===== src/rtl/boot_loader.sv =====
// rtl/boot_loader.sv - byte-stream loader for instruction memory with core reset sequencing
//
// Accepts host bytes over a valid/ready handshake and packs them little-endian
// into 32-bit words. Each word is written to consecutive word addresses from 0.
// The core is held in reset throughout the load and is released RST_HOLD cycles
// after the last write.
//
// Ports:
//   clk_i, rst_ni               clock, asynchronous active-low reset
//   start_i, len_i              load request and word count (sampled in IDLE/DONE/ERR)
//   byte_valid_i, byte_data_i   host byte stream
//   byte_ready_o                loader accepts a byte this cycle
//   mem_we_o, mem_addr_o,
//   mem_wdata_o                 instruction memory write port, one cycle per word
//   core_rst_o                  active-high reset to the core
//   busy_o, done_o, err_o       status
module boot_loader #(
  parameter int DW             = 32,
  parameter int MEM_SIZE_IN_KB = 1,
  parameter int NO_OF_REGS     = MEM_SIZE_IN_KB * 1024 / 4,
  parameter int AW             = $clog2(NO_OF_REGS),
  parameter int RST_HOLD       = 4
) (
  input  logic          clk_i,
  input  logic          rst_ni,
  input  logic          start_i,
  input  logic [AW:0]   len_i,
  input  logic          byte_valid_i,
  input  logic [7:0]    byte_data_i,
  output logic          byte_ready_o,
  output logic          mem_we_o,
  output logic [AW-1:0] mem_addr_o,
  output logic [DW-1:0] mem_wdata_o,
  output logic          core_rst_o,
  output logic          busy_o,
  output logic          done_o,
  output logic          err_o
);

  localparam logic [2:0] IDLE  = 3'd0;
  localparam logic [2:0] RECV  = 3'd1;
  localparam logic [2:0] WRITE = 3'd2;
  localparam logic [2:0] HOLD  = 3'd3;
  localparam logic [2:0] DONE  = 3'd4;
  localparam logic [2:0] ERR   = 3'd5;

  localparam int          HW      = (RST_HOLD > 1) ? $clog2(RST_HOLD) : 1;
  localparam logic [AW:0] MAX_LEN = (AW+1)'(NO_OF_REGS);

  logic [2:0]    state_q;
  logic [AW:0]   len_q;
  logic [AW-1:0] addr_q;
  logic [1:0]    byte_cnt_q;
  logic [DW-1:0] word_q;
  logic [HW-1:0] hold_q;
  logic          len_ok;
  logic          last_word;

  assign len_ok    = (len_i != '0) && (len_i <= MAX_LEN);
  assign last_word = ({1'b0, addr_q} == (len_q - (AW+1)'(1)));

  always_ff @(posedge clk_i or negedge rst_ni) begin
    if (!rst_ni) begin
      state_q    <= IDLE;
      len_q      <= '0;
      addr_q     <= '0;
      byte_cnt_q <= '0;
      word_q     <= '0;
      hold_q     <= '0;
    end else begin
      case (state_q)
        IDLE, DONE, ERR: begin
          if (start_i) begin
            if (len_ok) begin
              state_q    <= RECV;
              len_q      <= len_i;
              addr_q     <= '0;
              byte_cnt_q <= '0;
            end else begin
              state_q <= ERR;
            end
          end
        end
        RECV: begin
          // byte_ready_o is high for the whole of RECV, so valid alone completes the handshake
          if (byte_valid_i) begin
            word_q[{byte_cnt_q, 3'b000} +: 8] <= byte_data_i;
            byte_cnt_q <= byte_cnt_q + 2'd1;
            if (byte_cnt_q == 2'd3) begin
              state_q <= WRITE;
            end
          end
        end
        WRITE: begin
          if (last_word) begin
            state_q <= HOLD;
            hold_q  <= HW'(RST_HOLD - 1);
          end else begin
            addr_q  <= addr_q + AW'(1);
            state_q <= RECV;
          end
        end
        HOLD: begin
          if (hold_q == '0) begin
            state_q <= DONE;
          end else begin
            hold_q <= hold_q - HW'(1);
          end
        end
        default: state_q <= IDLE;
      endcase
    end
  end

  // Moore outputs; reset forces state to IDLE asynchronously, which raises core_rst_o at once
  assign byte_ready_o = (state_q == RECV);
  assign mem_we_o     = (state_q == WRITE);
  assign mem_addr_o   = addr_q;
  assign mem_wdata_o  = word_q;
  assign core_rst_o   = (state_q != DONE);
  assign busy_o       = (state_q == RECV) || (state_q == WRITE) || (state_q == HOLD);
  assign done_o       = (state_q == DONE);
  assign err_o        = (state_q == ERR);

endmodule


===== config.mk =====
export PLATFORM = sky130hd
export DESIGN_NAME = boot_loader
export DESIGN_NICKNAME = d
export VERILOG_FILES = /design/src/rtl/boot_loader.sv
export SDC_FILE = /design/constraint.sdc
export NUM_CORES = 1
export LEC_CHECK = 0
export CORE_MARGIN = 2
export CORE_UTILIZATION = 45
export CTS_BUF_LIST = sky130_fd_sc_hd__clkbuf_16
export DETAILED_ROUTE_END_ITERATION = 16
export GPL_TIMING_DRIVEN = 0
export HOLD_SLACK_MARGIN = 0.03
export PLACE_DENSITY = 0.81
export SLEW_MARGIN = 15
export SYNTH_ARGS = -nofsm -noshare
export SYNTH_HDL_FRONTEND = slang
export SYNTH_SLANG_ARGS = --single-unit

===== constraint.sdc =====
create_clock -name clk_i -period 5.6 [get_ports clk_i]
set_input_delay 1.12 -clock clk_i [delete_from_list [all_inputs] [get_ports clk_i]]
set_output_delay 1.12 -clock clk_i [all_outputs]
set_load 0.05 [all_outputs]

# [Word-level counts from Yosys, hierarchy flattened]
# Index checks and enable logic that the tools add are counted.
[word_totals] ff_bits=56 inputBits=21 wordCells=65
[op_classes] n_addsub=5 n_lt_le_gt_ge=1 eq_ne=16 n_shift=2 muxes=19 reduce_logical=16
[op_table] cell="32-bit bitwise mux" n=1
[op_table] cell="8-bit by 7-bit variable shift with 32-bit output, first input constant" n=1
[op_table] cell="8-bit by 7-bit variable part select with 32-bit output" n=1
[op_table] cell="8-bit 2-to-1 mux" n=3
[op_table] cell="8-bit one-hot mux with 2 select lines" n=1
[op_table] cell="3-bit 2-to-1 mux" n=5
[op_table] cell="2-bit 2-to-1 mux" n=6
[op_table] cell="2-bit inequality test, second input constant" n=6
[op_table] cell="3-bit one-hot mux with 4 select lines" n=1
[op_table] cell="4-bit AND reduction" n=3
[op_table] cell="8-bit by 9-bit equality test with 1-bit output" n=1
[op_table] cell="9-bit <= comparator, second input constant" n=1
[op_table] cell="9-bit nonzero test" n=1
[op_table] cell="9-bit by 1-bit subtractor with 9-bit output, second input constant" n=1
[op_table] cell="8-bit by 1-bit adder with 8-bit output, second input constant" n=1
[op_table] cell="2-bit one-hot mux with 2 select lines" n=2
[op_table] cell="5-bit negation with 7-bit output" n=1
[op_table] cell="3-bit by 2-bit equality test with 1-bit output, second input constant" n=2
[op_table] cell="3-bit equality test, second input constant" n=2
[op_table] cell="3-bit AND reduction" n=2
[op_table] cell="2-bit nonzero test" n=3
[op_table] cell="2-bit by 1-bit inequality test with 1-bit output, second input constant" n=2
[op_table] cell="3-bit by 1-bit equality test with 1-bit output, second input constant" n=1
[op_table] cell="3-bit logical NOT" n=1
[op_table] cell="9 further kinds" n=10

# [Depth between registers and ports, before layout]
# Gate-level depths: netlist of the first run.
[depth] word_depth=5 ltp_mapped=10

# [Worst setup path before layout of the first run]
# OpenSTA, ideal clock, no wires.
[synth_path] path_kind="in2reg" start="input len_i[1]" end="register addr_q[7], in the netlist mem_addr_o[7]" setup_ps=78 t_arrival_ps=2734 path_slack_ps=2788 cell_stages=7 n_path_buf=0 cell_sequence="nor4_1 nand2_1 xor2_1 o21bai_1 or3_1 or3_1 a21oi_1"
[synth_via] elab_chain_len=4
[synth_lines] element="start, declared" line="27" text="input logic [AW:0] len_i,"
[synth_lines] element="9-bit <= comparator / 9-bit nonzero test (equally long branches)" line="59" text="assign len_ok = (len_i != '0) && (len_i <= MAX_LEN);"
[synth_lines] element="1-bit logical AND (*)" line="59"
[synth_lines] element="2-bit inequality test (no line) (*)"
[synth_lines] element="4-bit AND reduction (no line) (*)"
[synth_lines] element="end signal, assigned" line="99" text="addr_q <= addr_q + AW'(1);"
[synth_lines] element="end, declared" line="52" text="logic [AW-1:0] addr_q;"
# Mark *: on every way between the ends. The rest lies on a longest branch, timed or not.
# A chain may end at the register's enable or synchronous reset.

# [Worst setup path in the final report of the first run]
[layout_path] start="input len_i[5]" end="register addr_q[7], in the netlist mem_addr_o[7]"
# Same word-level chain as after synthesis.

==> results of run 1 <==
## through the flow
step / setup WS [ps] / util / hold slack (ps) / std cells
after floorplan: 2790 / - / 445 / 333
after global placement: 1650 / 0.580 / 459 / 476
after detailed placement: 1910 / 0.580 / 471 / 476
after CTS: 2220 / 0.604 / 488 / 484
after global routing: 1970 / 0.604 / 504 / 484
final: 2170 / 0.604 / 480 / 484
## cells in the mapped netlist (all sizes together) (2+ instances only)
library cell	instances
xnor2	3
nand4	2
nor4	4
nand2	100
or3	8
nand2b	5
nor3	5
dfrtp	56
and3	7
nor3b	4
and2	3
o31ai	4
nor2	16
o211ai	3
nand3	3
a21oi	8
clkbuf	8
nor2b	3
o22ai	2
inv	11
a31oi	4
xor2	4
or4	2
o21ai	44
mux2i	2
ha	9
## worst paths after layout
| kind | start | to | slack [ps] | cells past startpoint |
|---|---|---|---|---|
| setup reg to reg | len_q[0] | mem_addr_o[2] | 2940 | 9 |
| min in group asynchronous | rst_ni | hold_q[0] | 870 | 1 |
| hold / removal | mem_wdata_o[28] | mem_wdata_o[28] | 480 | 2 |
| setup / recovery | len_i[5] | mem_addr_o[7] | 2170 | 8 |
| hold reg to reg | mem_wdata_o[28] | mem_wdata_o[28] | 480 | 2 |
| max in group asynchronous | rst_ni | mem_wdata_o[20] | 4260 | 1 |
## registers in the layout (all words and copies together), names as in the netlist
signal and cells:
mem_wdata_o 32, len_q 9, byte_cnt_q 2, hold_q 2
state_q 3, mem_addr_o 8
## critical path, stage by stage
cell,delay [ps]
clkdlybuf4s50_1,430
nor4_1,380
nand2_1,110
xor2_1,500
o21bai_1,240
or3_1,410
or3_1,310
a21oi_1,140
## per-layer routing
layer / part of all wire / global-route usage
met5: 0 / 0
met4: 0.014 / 0.0616
met3: 0.049 / 0.0346
met2: 0.48 / 0.327
met1: 0.45 / 0.279
## logic make-up (layout without fill, tap and decap cells)
| logic type | count (synthesis) | after routing |
|---|---|---|
| AOI/OAI and AO/OA | 70 | 70 |
| and+or+nand+nor | 168 | 168 |
| adders and majority gates | 9 | 9 |
| DFF | 56 | 56 |
| muxes | 3 | 3 |
| xor gates and xnor gates | 7 | 7 |
| buffers and inverters | 20 | 94 |
## where the power goes
part	leakage (nW)	switching (mW)	total (mW)	internal, mW
logic	0.787	0.770	1.18	0.408
registers	0.749	0.132	0.680	0.548
clock network	0.0719	0.151	0.321	0.170
## cell usage in the layout, fill, tap and decap left out, drive strengths merged, types with 4 or more instances in the layout
master	n
a31oi	4
nor2	16
dfrtp	56
and3	7
or3	8
o31ai	4
a21oi	8
nand2	100
nor4	4
nor3b	4
xor2	4
o21ai	44
clkbuf	13
ha	9
nor3	5
clkdlybuf4s50	65
inv	12
nand2b	5
## cell type report
class	instances	area share
plain buffers	9	0.00929
clock buffers	5	0.0332
multi-input cells	257	0.368
flip-flops and latches	56	0.372
repair buffers	66	0.175
inverters	11	0.0109
well taps	77	0.0255
clock inverters	3	0.00730
==> out/summary.txt, run 1 <==
run status: finished, final reports clean
die area: 7020 µm²
Post-Place Cell Area: 3620 µm²
Synth cell types: 42
DIE WIDTH: 83.8 µm
# fillers: 575
drt pass-1 iters: 4
Syn Inst Count: 333
area growth from synthesis to layout: 31.7%
DR iter-0 viols: 157
Final Hold Fails: 0
Chip Height: 83.8 µm
gpl congestion: 0.819
Period Utilization, post-route: 0.612
number of antenna diodes: 0
Worst EP arrival: 3650 ps
Peak VDD IR: 0.401 mV
Main synth FF type: dfrtp_1
clk buf depth: 2
Num Clock Sinks: 56
initial antenna violation count: 0
RSZ-0062 raised after global routing: no
post-CTS setup buffer count: 0
CTS root buf: clkbuf_16
Power Dens Cells: 578 nW/µm²
Setup CP Type: primary input to register
GR Util All Layers: 0.202
top achievable clock speed: 0.292 GHz
Via density: 5.39
Tot Pwr: 2.18 mW
global route overflow: 0
Post-synth EDFFs: 0
layout net count: 436
clock slew at reported path FFs: 70 ps
multi-input logic area: 1390 µm²
Final min period: 3430 ps
CTS buffer count: 5
Detailed Route WL: 7.05 mm
CTS tree: yes
share of cells above drive strength 1: 0.0393
#FFs+latches synth: 56
CTS resizes: 0
final setup fails: 0
leak pwr: 1.61 nW
CP startpoint kind: primary input
routed len/inst: 14.6 µm
post-synthesis simple-gate area fraction: 0.273
post-synth top area share: 0.489
Residual DRC: 0
cell taking the most area after synthesis: dfrtp_1
IO Port Bufs: 66
Compound-Gate Fraction of Synth Area: 0.139
quantity of hold-fixing buffers added after cts: 0
total number of vias: 2610
Synthesis Warnings: 0
Slew Viols, Final: 0
Max Cap Violations: 0
top post-synthesis cells by area: dfrtp_1 (49%), nand2_1 (13%), o21ai_0 (7.7%)
clock skew: 5.85 ps
post-synthesis cell area: 2860 µm²
Initial Utilization: 0.459
Register Area: 1400 µm²
first-pass GRT wire length: 11.6 mm
setup TNS: 0 ps
Slew HR: 0.398
hold crit path type: register to register
Ports: 67
crit path max fanout: 7
H-tree depth: 2
Post-Syn Nets: 363
hpwl dp: 5.20 mm
main combinational cell family by area after synthesis: simple AND/OR/NAND/NOR gates
largest net degree at the start of global routing: 57
sequential share of the synthesized area: 0.489
mean area per synthesized cell: 8.60 µm²
fin area: 3770 µm²
Routed Antenna Nets: 0
post-synthesis adder-cell area fraction: 0.0393
vias in the first global route: 2522
Core Box Area: 6240 µm²
Critical Path RT: 5820 ps
Post-Synth XOR/XNOR Area: 0.0214
Worst Tran Pin Value: 896 ps
clock latency on the worst-skew pair: 290 ps
Core Rows: 29
Async SR Flop Fraction: 1.00
Worst Setup End Kind: register
mux cell area share after synthesis: 0.0109
Note: power is estimated with default switching activity, not from simulation.
==> run 2, diff against run 1 <==
--- a/config.mk
+++ b/config.mk
@@ -11,7 +11,7 @@
 export DETAILED_ROUTE_END_ITERATION = 16
 export GPL_TIMING_DRIVEN = 0
 export HOLD_SLACK_MARGIN = 0.03
-export PLACE_DENSITY = 0.81
+export PLACE_DENSITY = 0.84
 export SLEW_MARGIN = 15
 export SYNTH_ARGS = -nofsm -noshare
 export SYNTH_HDL_FRONTEND = slang
==> constraint.sdc (replaced) <==
create_clock -name clk_i -period 2.92 [get_ports clk_i]
set_input_delay 0.584 -clock clk_i [delete_from_list [all_inputs] [get_ports clk_i]]
set_output_delay 0.584 -clock clk_i [all_outputs]
set_load 0.05 [all_outputs]
==> out/summary.txt, run 2 (synthesis gave the netlist of run 1 again) <==
run status: finished, final reports clean
Slew HR: 0.387 (-0.0115)
setup TNS: 0 ps (unchanged)
Critical Path Sink: byte_ready_o
die area: 7020 µm² (unchanged)
vias in the first global route: 2558 (+1.4%)
max reg flops: 32 (unchanged)
gpl congestion: 0.790 (-3.4%)
Post-Place Cell Area: 3620 µm² (unchanged)
top achievable clock speed: 0.366 GHz
clk buf depth: 2 (unchanged)
number of antenna diodes: 0 (unchanged)
Period Utilization, post-route: 0.937
Num Clock Sinks: 56 (unchanged)
layout net count: 436 (unchanged)
Slew Viols, Final: 0 (unchanged)
Via density: 5.39 (about the same)
DIE WIDTH: 83.8 µm (unchanged)
CTS root buf: clkbuf_16
reg2reg end: mem_addr_o[3]
H-tree depth: 2 (unchanged)
final setup fails: 0 (unchanged)
DR iter-0 viols: 131 (-17%)
Worst Setup End Kind: primary output
Critical Path RT: 2340 ps (-3480 ps)
clock slew at reported path FFs: 80 ps (about the same)
Max Cap Violations: 0 (unchanged)
Chip Height: 83.8 µm (unchanged)
Routed Antenna Nets: 0 (unchanged)
Initial Utilization: 0.459 (unchanged)
area growth from synthesis to layout: 31.9%
post-CTS setup buffer count: 0 (unchanged)
IO Port Bufs: 66 (unchanged)
CTS buffer count: 5 (unchanged)
hpwl dp: 5.07 mm (-2.5%)
routed len/inst: 14.5 µm (-0.55%)
# fillers: 524 (-8.9%)
CTS tree: yes
global route overflow: 0 (unchanged)
first-pass GRT wire length: 12.0 mm (+2.8%)
fin area: 3780 µm² (+0.20%)
crit path max fanout: 10 (+3)
reg2reg start: len_q[0]
Detailed Route WL: 7.01 mm (-0.55%)
clock skew: 4.59 ps (-1.26 ps)
Reg2Reg Depth: 9 (unchanged)
Setup CP Type: register to primary output
total number of vias: 2611 (+0.038%)
initial antenna violation count: 0 (unchanged)
most common library cell in the layout ignoring fill and taps: nand2_1
clock latency on the worst-skew pair: 290 ps (about the same)
Worst EP arrival: 2150 ps (-1500 ps)
CP startpoint kind: register
Power Dens Cells: 1110 nW/µm² (+91%)
Peak VDD IR: 0.668 mV (+67%)
Ports: 67 (unchanged)
largest net degree at the start of global routing: 57 (unchanged)
GR Util All Layers: 0.209 (+0.00712)
Reg2Reg Setup Slack: 290 ps (-2650 ps)
Worst Setup SP: state_q[2]
leak pwr: 1.61 nW (+0.12%)
Residual DRC: 0 (unchanged)
hold crit path type: primary input to asynchronous set/reset pin
Worst Tran Pin Value: 918 ps (+22.1 ps)
share of cells above drive strength 1: 0.0418 (+0.00246)
Final min period: 2740 ps
Final Hold Fails: 0 (unchanged)
Core Rows: 29 (unchanged)
RSZ-0062 raised after global routing: no
most frequent cells in the layout: nand2_1 (100), clkdlybuf4s50_1 (65), dfrtp_1 (56), o21ai_0 (44), nor2_1 (16)
Core Box Area: 6240 µm² (unchanged)
drt pass-1 iters: 4 (unchanged)
run 2: changes by cell type in the layout (fill, tap and decap cells not counted):
cell    previous run  this run
xor2_1             4         3
xor2_2             0         1
run 2: per-layer routing:
layer / up-vias / global-route usage / part of all wire
met2: 73 / 0.344 / 0.49
met4: 0 / 0.0674 / 0.013
met5: - / 0 / 0
met1: 1246 / 0.279 / 0.44
met3: 6 / 0.0396 / 0.053
li1: 1286 / - / -
run 2: area by class of cell:
cell class	count	area, µm²	share of cell area
sequential	56	1400	0.371
multi-input combinational	257	1390	0.369
timing repair buffer	66	658	0.174
clock buffer	5	125	0.0331
tap	77	96.3	0.0255
inverter	11	41.3	0.0109
buffer	9	35.0	0.00927
clock inverter	3	27.5	0.00728
run 2: what timing repair did:
item,CTS,global route
setup endpoints to repair,0,10
resized for setup,0,1
hold buffers,0,0
run 2: metrics by stage:
| step | power, mW | utilization | hold WS [ps] | worst slack (ps) | instances |
|---|---|---|---|---|---|
| after floorplan | 2.84 | - | 288 | 508 | 333 |
| after global placement | 3.50 | 0.580 | 458 | -436 | 476 |
| after detailed placement | 3.56 | 0.580 | 469 | -256 | 476 |
| after CTS | 4.19 | 0.604 | 368 | 22.7 | 484 |
| after global routing | 4.45 | 0.605 | 401 | 0.154 | 484 |
| final | 4.18 | 0.605 | 328 | 185 | 484 |
run 2: how the worst min path moves through the flow:
| stage | startpoint | end | slack (ps) | cells past startpoint |
|---|---|---|---|---|
| 2_1_floorplan | rst_ni | byte_cnt_q[0] | 290 | 0 |
| 3_3_place_gp | hold_q[0] | hold_q[0] | 460 | 1 |
| 3_5_place_dp | mem_wdata_o[30] | mem_wdata_o[30] | 470 | 2 |
| 4_1_cts | rst_ni | hold_q[0] | 370 | 1 |
| 5_1_grt | rst_ni | mem_wdata_o[10] | 400 | 1 |
| 6_report | rst_ni | hold_q[0] | 330 | 1 |
run 2: worst max-delay path: stages, from the launching register on:
cell             delay [ps]
dfrtp_1                 450
nand2b_1                180
clkbuf_1                230
nor2_1                  170
clkdlybuf4s50_1         830
run 2: report_power, final:
group          switching, mW  internal, mW  total, mW
registers              0.254          1.05       1.31
logic                   1.47         0.782       2.26
clock network          0.292         0.326      0.618
==> run 3, diff against run 2 <==
--- a/config.mk
+++ b/config.mk
@@ -5,13 +5,13 @@
 export SDC_FILE = /design/constraint.sdc
 export NUM_CORES = 1
 export LEC_CHECK = 0
-export CORE_MARGIN = 2
 export CORE_UTILIZATION = 45
 export CTS_BUF_LIST = sky130_fd_sc_hd__clkbuf_16
 export DETAILED_ROUTE_END_ITERATION = 16
 export GPL_TIMING_DRIVEN = 0
 export HOLD_SLACK_MARGIN = 0.03
 export PLACE_DENSITY = 0.84
+export REMOVE_ABC_BUFFERS = 1
 export SLEW_MARGIN = 15
 export SYNTH_ARGS = -nofsm -noshare
 export SYNTH_HDL_FRONTEND = slang
==> out/summary.txt, run 3 (synthesis gave the netlist of run 1 again) <==
run status: finished, final reports clean
Max Cap Violations: 0 (unchanged)
Slew Viols, Final: 0 (unchanged)
Chip Height: 81.8 µm (-2.4%)
Worst Tran Pin Value: 957 ps (+38.7 ps)
Residual DRC: 0 (unchanged)
Core Box Area: 6030 µm² (-3.4%)
Power Dens Cells: 1110 nW/µm² (+0.21%)
Period Utilization, post-route: 0.967 (+0.0300)
H-tree depth: 2 (unchanged)
Critical Path RT: 3130 ps (+790 ps)
Peak VDD IR: 0.786 mV (+18%)
post-place setup slack: -280 ps (-24.0 ps)
Ports: 67 (unchanged)
Slowest Stage Delay on Critical Path: 550 ps (-280 ps)
area growth from synthesis to layout: 30.7%
Core Rows: 28 (-3.4%)
clk buf depth: 2 (unchanged)
post-CTS setup buffer count: 0 (unchanged)
Max stage delay cell, worst path: or4_1
max reg flops: 32 (unchanged)
top achievable clock speed: 0.354 GHz (-3.1%)
DR iter-0 viols: 123 (-6.1%)
leak pwr: 1.60 nW (-0.31%)
vias in the first global route: 2368 (-7.4%)
Worst Setup End Kind: register
Routed Antenna Nets: 0 (unchanged)
drt pass-1 iters: 4 (unchanged)
Tot Pwr: 4.15 mW (-0.75%)
crit path max fanout: 16 (+6)
routed len/inst: 14.3 µm (-1.1%)
largest net degree at the start of global routing: 57 (unchanged)
cells along the critical path: or3_4 -> or3_1 -> and3_1 -> o31ai_2 -> nor4_4 -> or4_1 -> a21oi_1
global route overflow: 0 (unchanged)
most frequent cells in the layout: nand2_1 (100), clkdlybuf4s50_1 (64), dfrtp_1 (56), o21ai_0 (44), nor2_1 (16)
total number of vias: 2505 (-4.1%)
Slew HR: 0.361 (-0.0259)
first-pass GRT wire length: 11.1 mm (-7.4%)
setup TNS: 0 ps (unchanged)
CTS root buf: clkbuf_16
GR Util All Layers: 0.219 (+0.0101)
Num Clock Sinks: 56 (unchanged)
clock latency on the worst-skew pair: 290 ps (about the same)
share of cells above drive strength 1: 0.0402 (-0.00157)
IO Port Bufs: 66 (unchanged)
Detailed Route WL: 6.78 mm (-3.3%)
number of antenna diodes: 0 (unchanged)
layout net count: 427 (-2.1%)
most common library cell in the layout ignoring fill and taps: nand2_1
CTS tree: yes
final setup fails: 0 (unchanged)
Final Hold Fails: 0 (unchanged)
gpl congestion: 0.810 (+2.5%)
DIE WIDTH: 81.8 µm (-2.4%)
clock slew at reported path FFs: 70 ps (about the same)
Final min period: 2820 ps (+87.5 ps)
cell family with most CP delay: simple AND/OR/NAND/NOR gates
Via density: 5.30 (-1.8%)
Setup CP Type: register to register
Initial Utilization: 0.475 (+0.0164)
hpwl dp: 4.82 mm (-5.1%)
die area: 6690 µm² (-4.7%)
Final WS setup: 97.4 ps (-87.5 ps)
initial antenna violation count: 0 (unchanged)
hold crit path type: primary input to asynchronous set/reset pin
CP startpoint kind: register
clock skew: 7.51 ps (+2.92 ps)
CTS buffer count: 5 (unchanged)
Critical path buffers and inverters: 0 (-2)
Worst EP arrival: 3030 ps (+880 ps)
[run 3: changes by cell type in the layout (fill, tap and decap cells not counted), sizes merged]
cell,change
clkbuf,-8
dlygate4sd2,+1
clkdlybuf4s50,-1
buf,-1
[run 3: what timing repair did]
item	CTS	global route
pin swaps	0	0
setup endpoints to repair	6	1
hold buffers	0	0
gates cloned	0	0
resized for setup	2	1
endpoints found under the hold margin	0	0
[run 3: layout make-up]
cell class | instances | area [µm²]
fill | 510 | 2280
multi-input combinational | 257 | 1400
sequential | 56 | 1400
timing repair buffer | 66 | 657
clock buffer | 5 | 125
tap | 75 | 93.8
inverter | 11 | 41.3
clock inverter | 3 | 21.3
[run 3: metal layers]
metal  vias to the layer above  wire, µm  track usage
li1                       1262         -            -
met1                      1193      3270        0.315
met2                        43      3210        0.342
met3                         7       224       0.0200
met4                         0        74       0.0825
met5                         -         0            0
[run 3: final timing paths]
kind / to / cells after the start / from / slack, ps
setup / recovery: mem_addr_o[5] / 7 / len_q[2] / 100
hold / removal: mem_addr_o[0] / 1 / rst_ni / 330
setup reg to reg: mem_addr_o[5] / 7 / len_q[2] / 100
hold reg to reg: hold_q[0] / 1 / hold_q[0] / 480
max in group asynchronous: mem_wdata_o[3] / 1 / rst_ni / 2110
min in group clk_i: hold_q[0] / 1 / hold_q[0] / 480
[run 3: through the flow]
stage,util,cells,hold WS (ps),cell area (µm²)
finish,0.621,473,334,3740
detailed placement,0.594,465,469,3580
global route,0.621,473,399,3740
global placement,0.595,465,460,3580
CTS,0.620,473,369,3730
floorplan,-,324,288,2830
[run 3: power breakdown]
| group | switching [mW] | internal (mW) |
|---|---|---|
| clock | 0.281 | 0.320 |
| combinational | 1.46 | 0.768 |
| sequential | 0.267 | 1.05 |
| total | 2.01 | 2.14 |
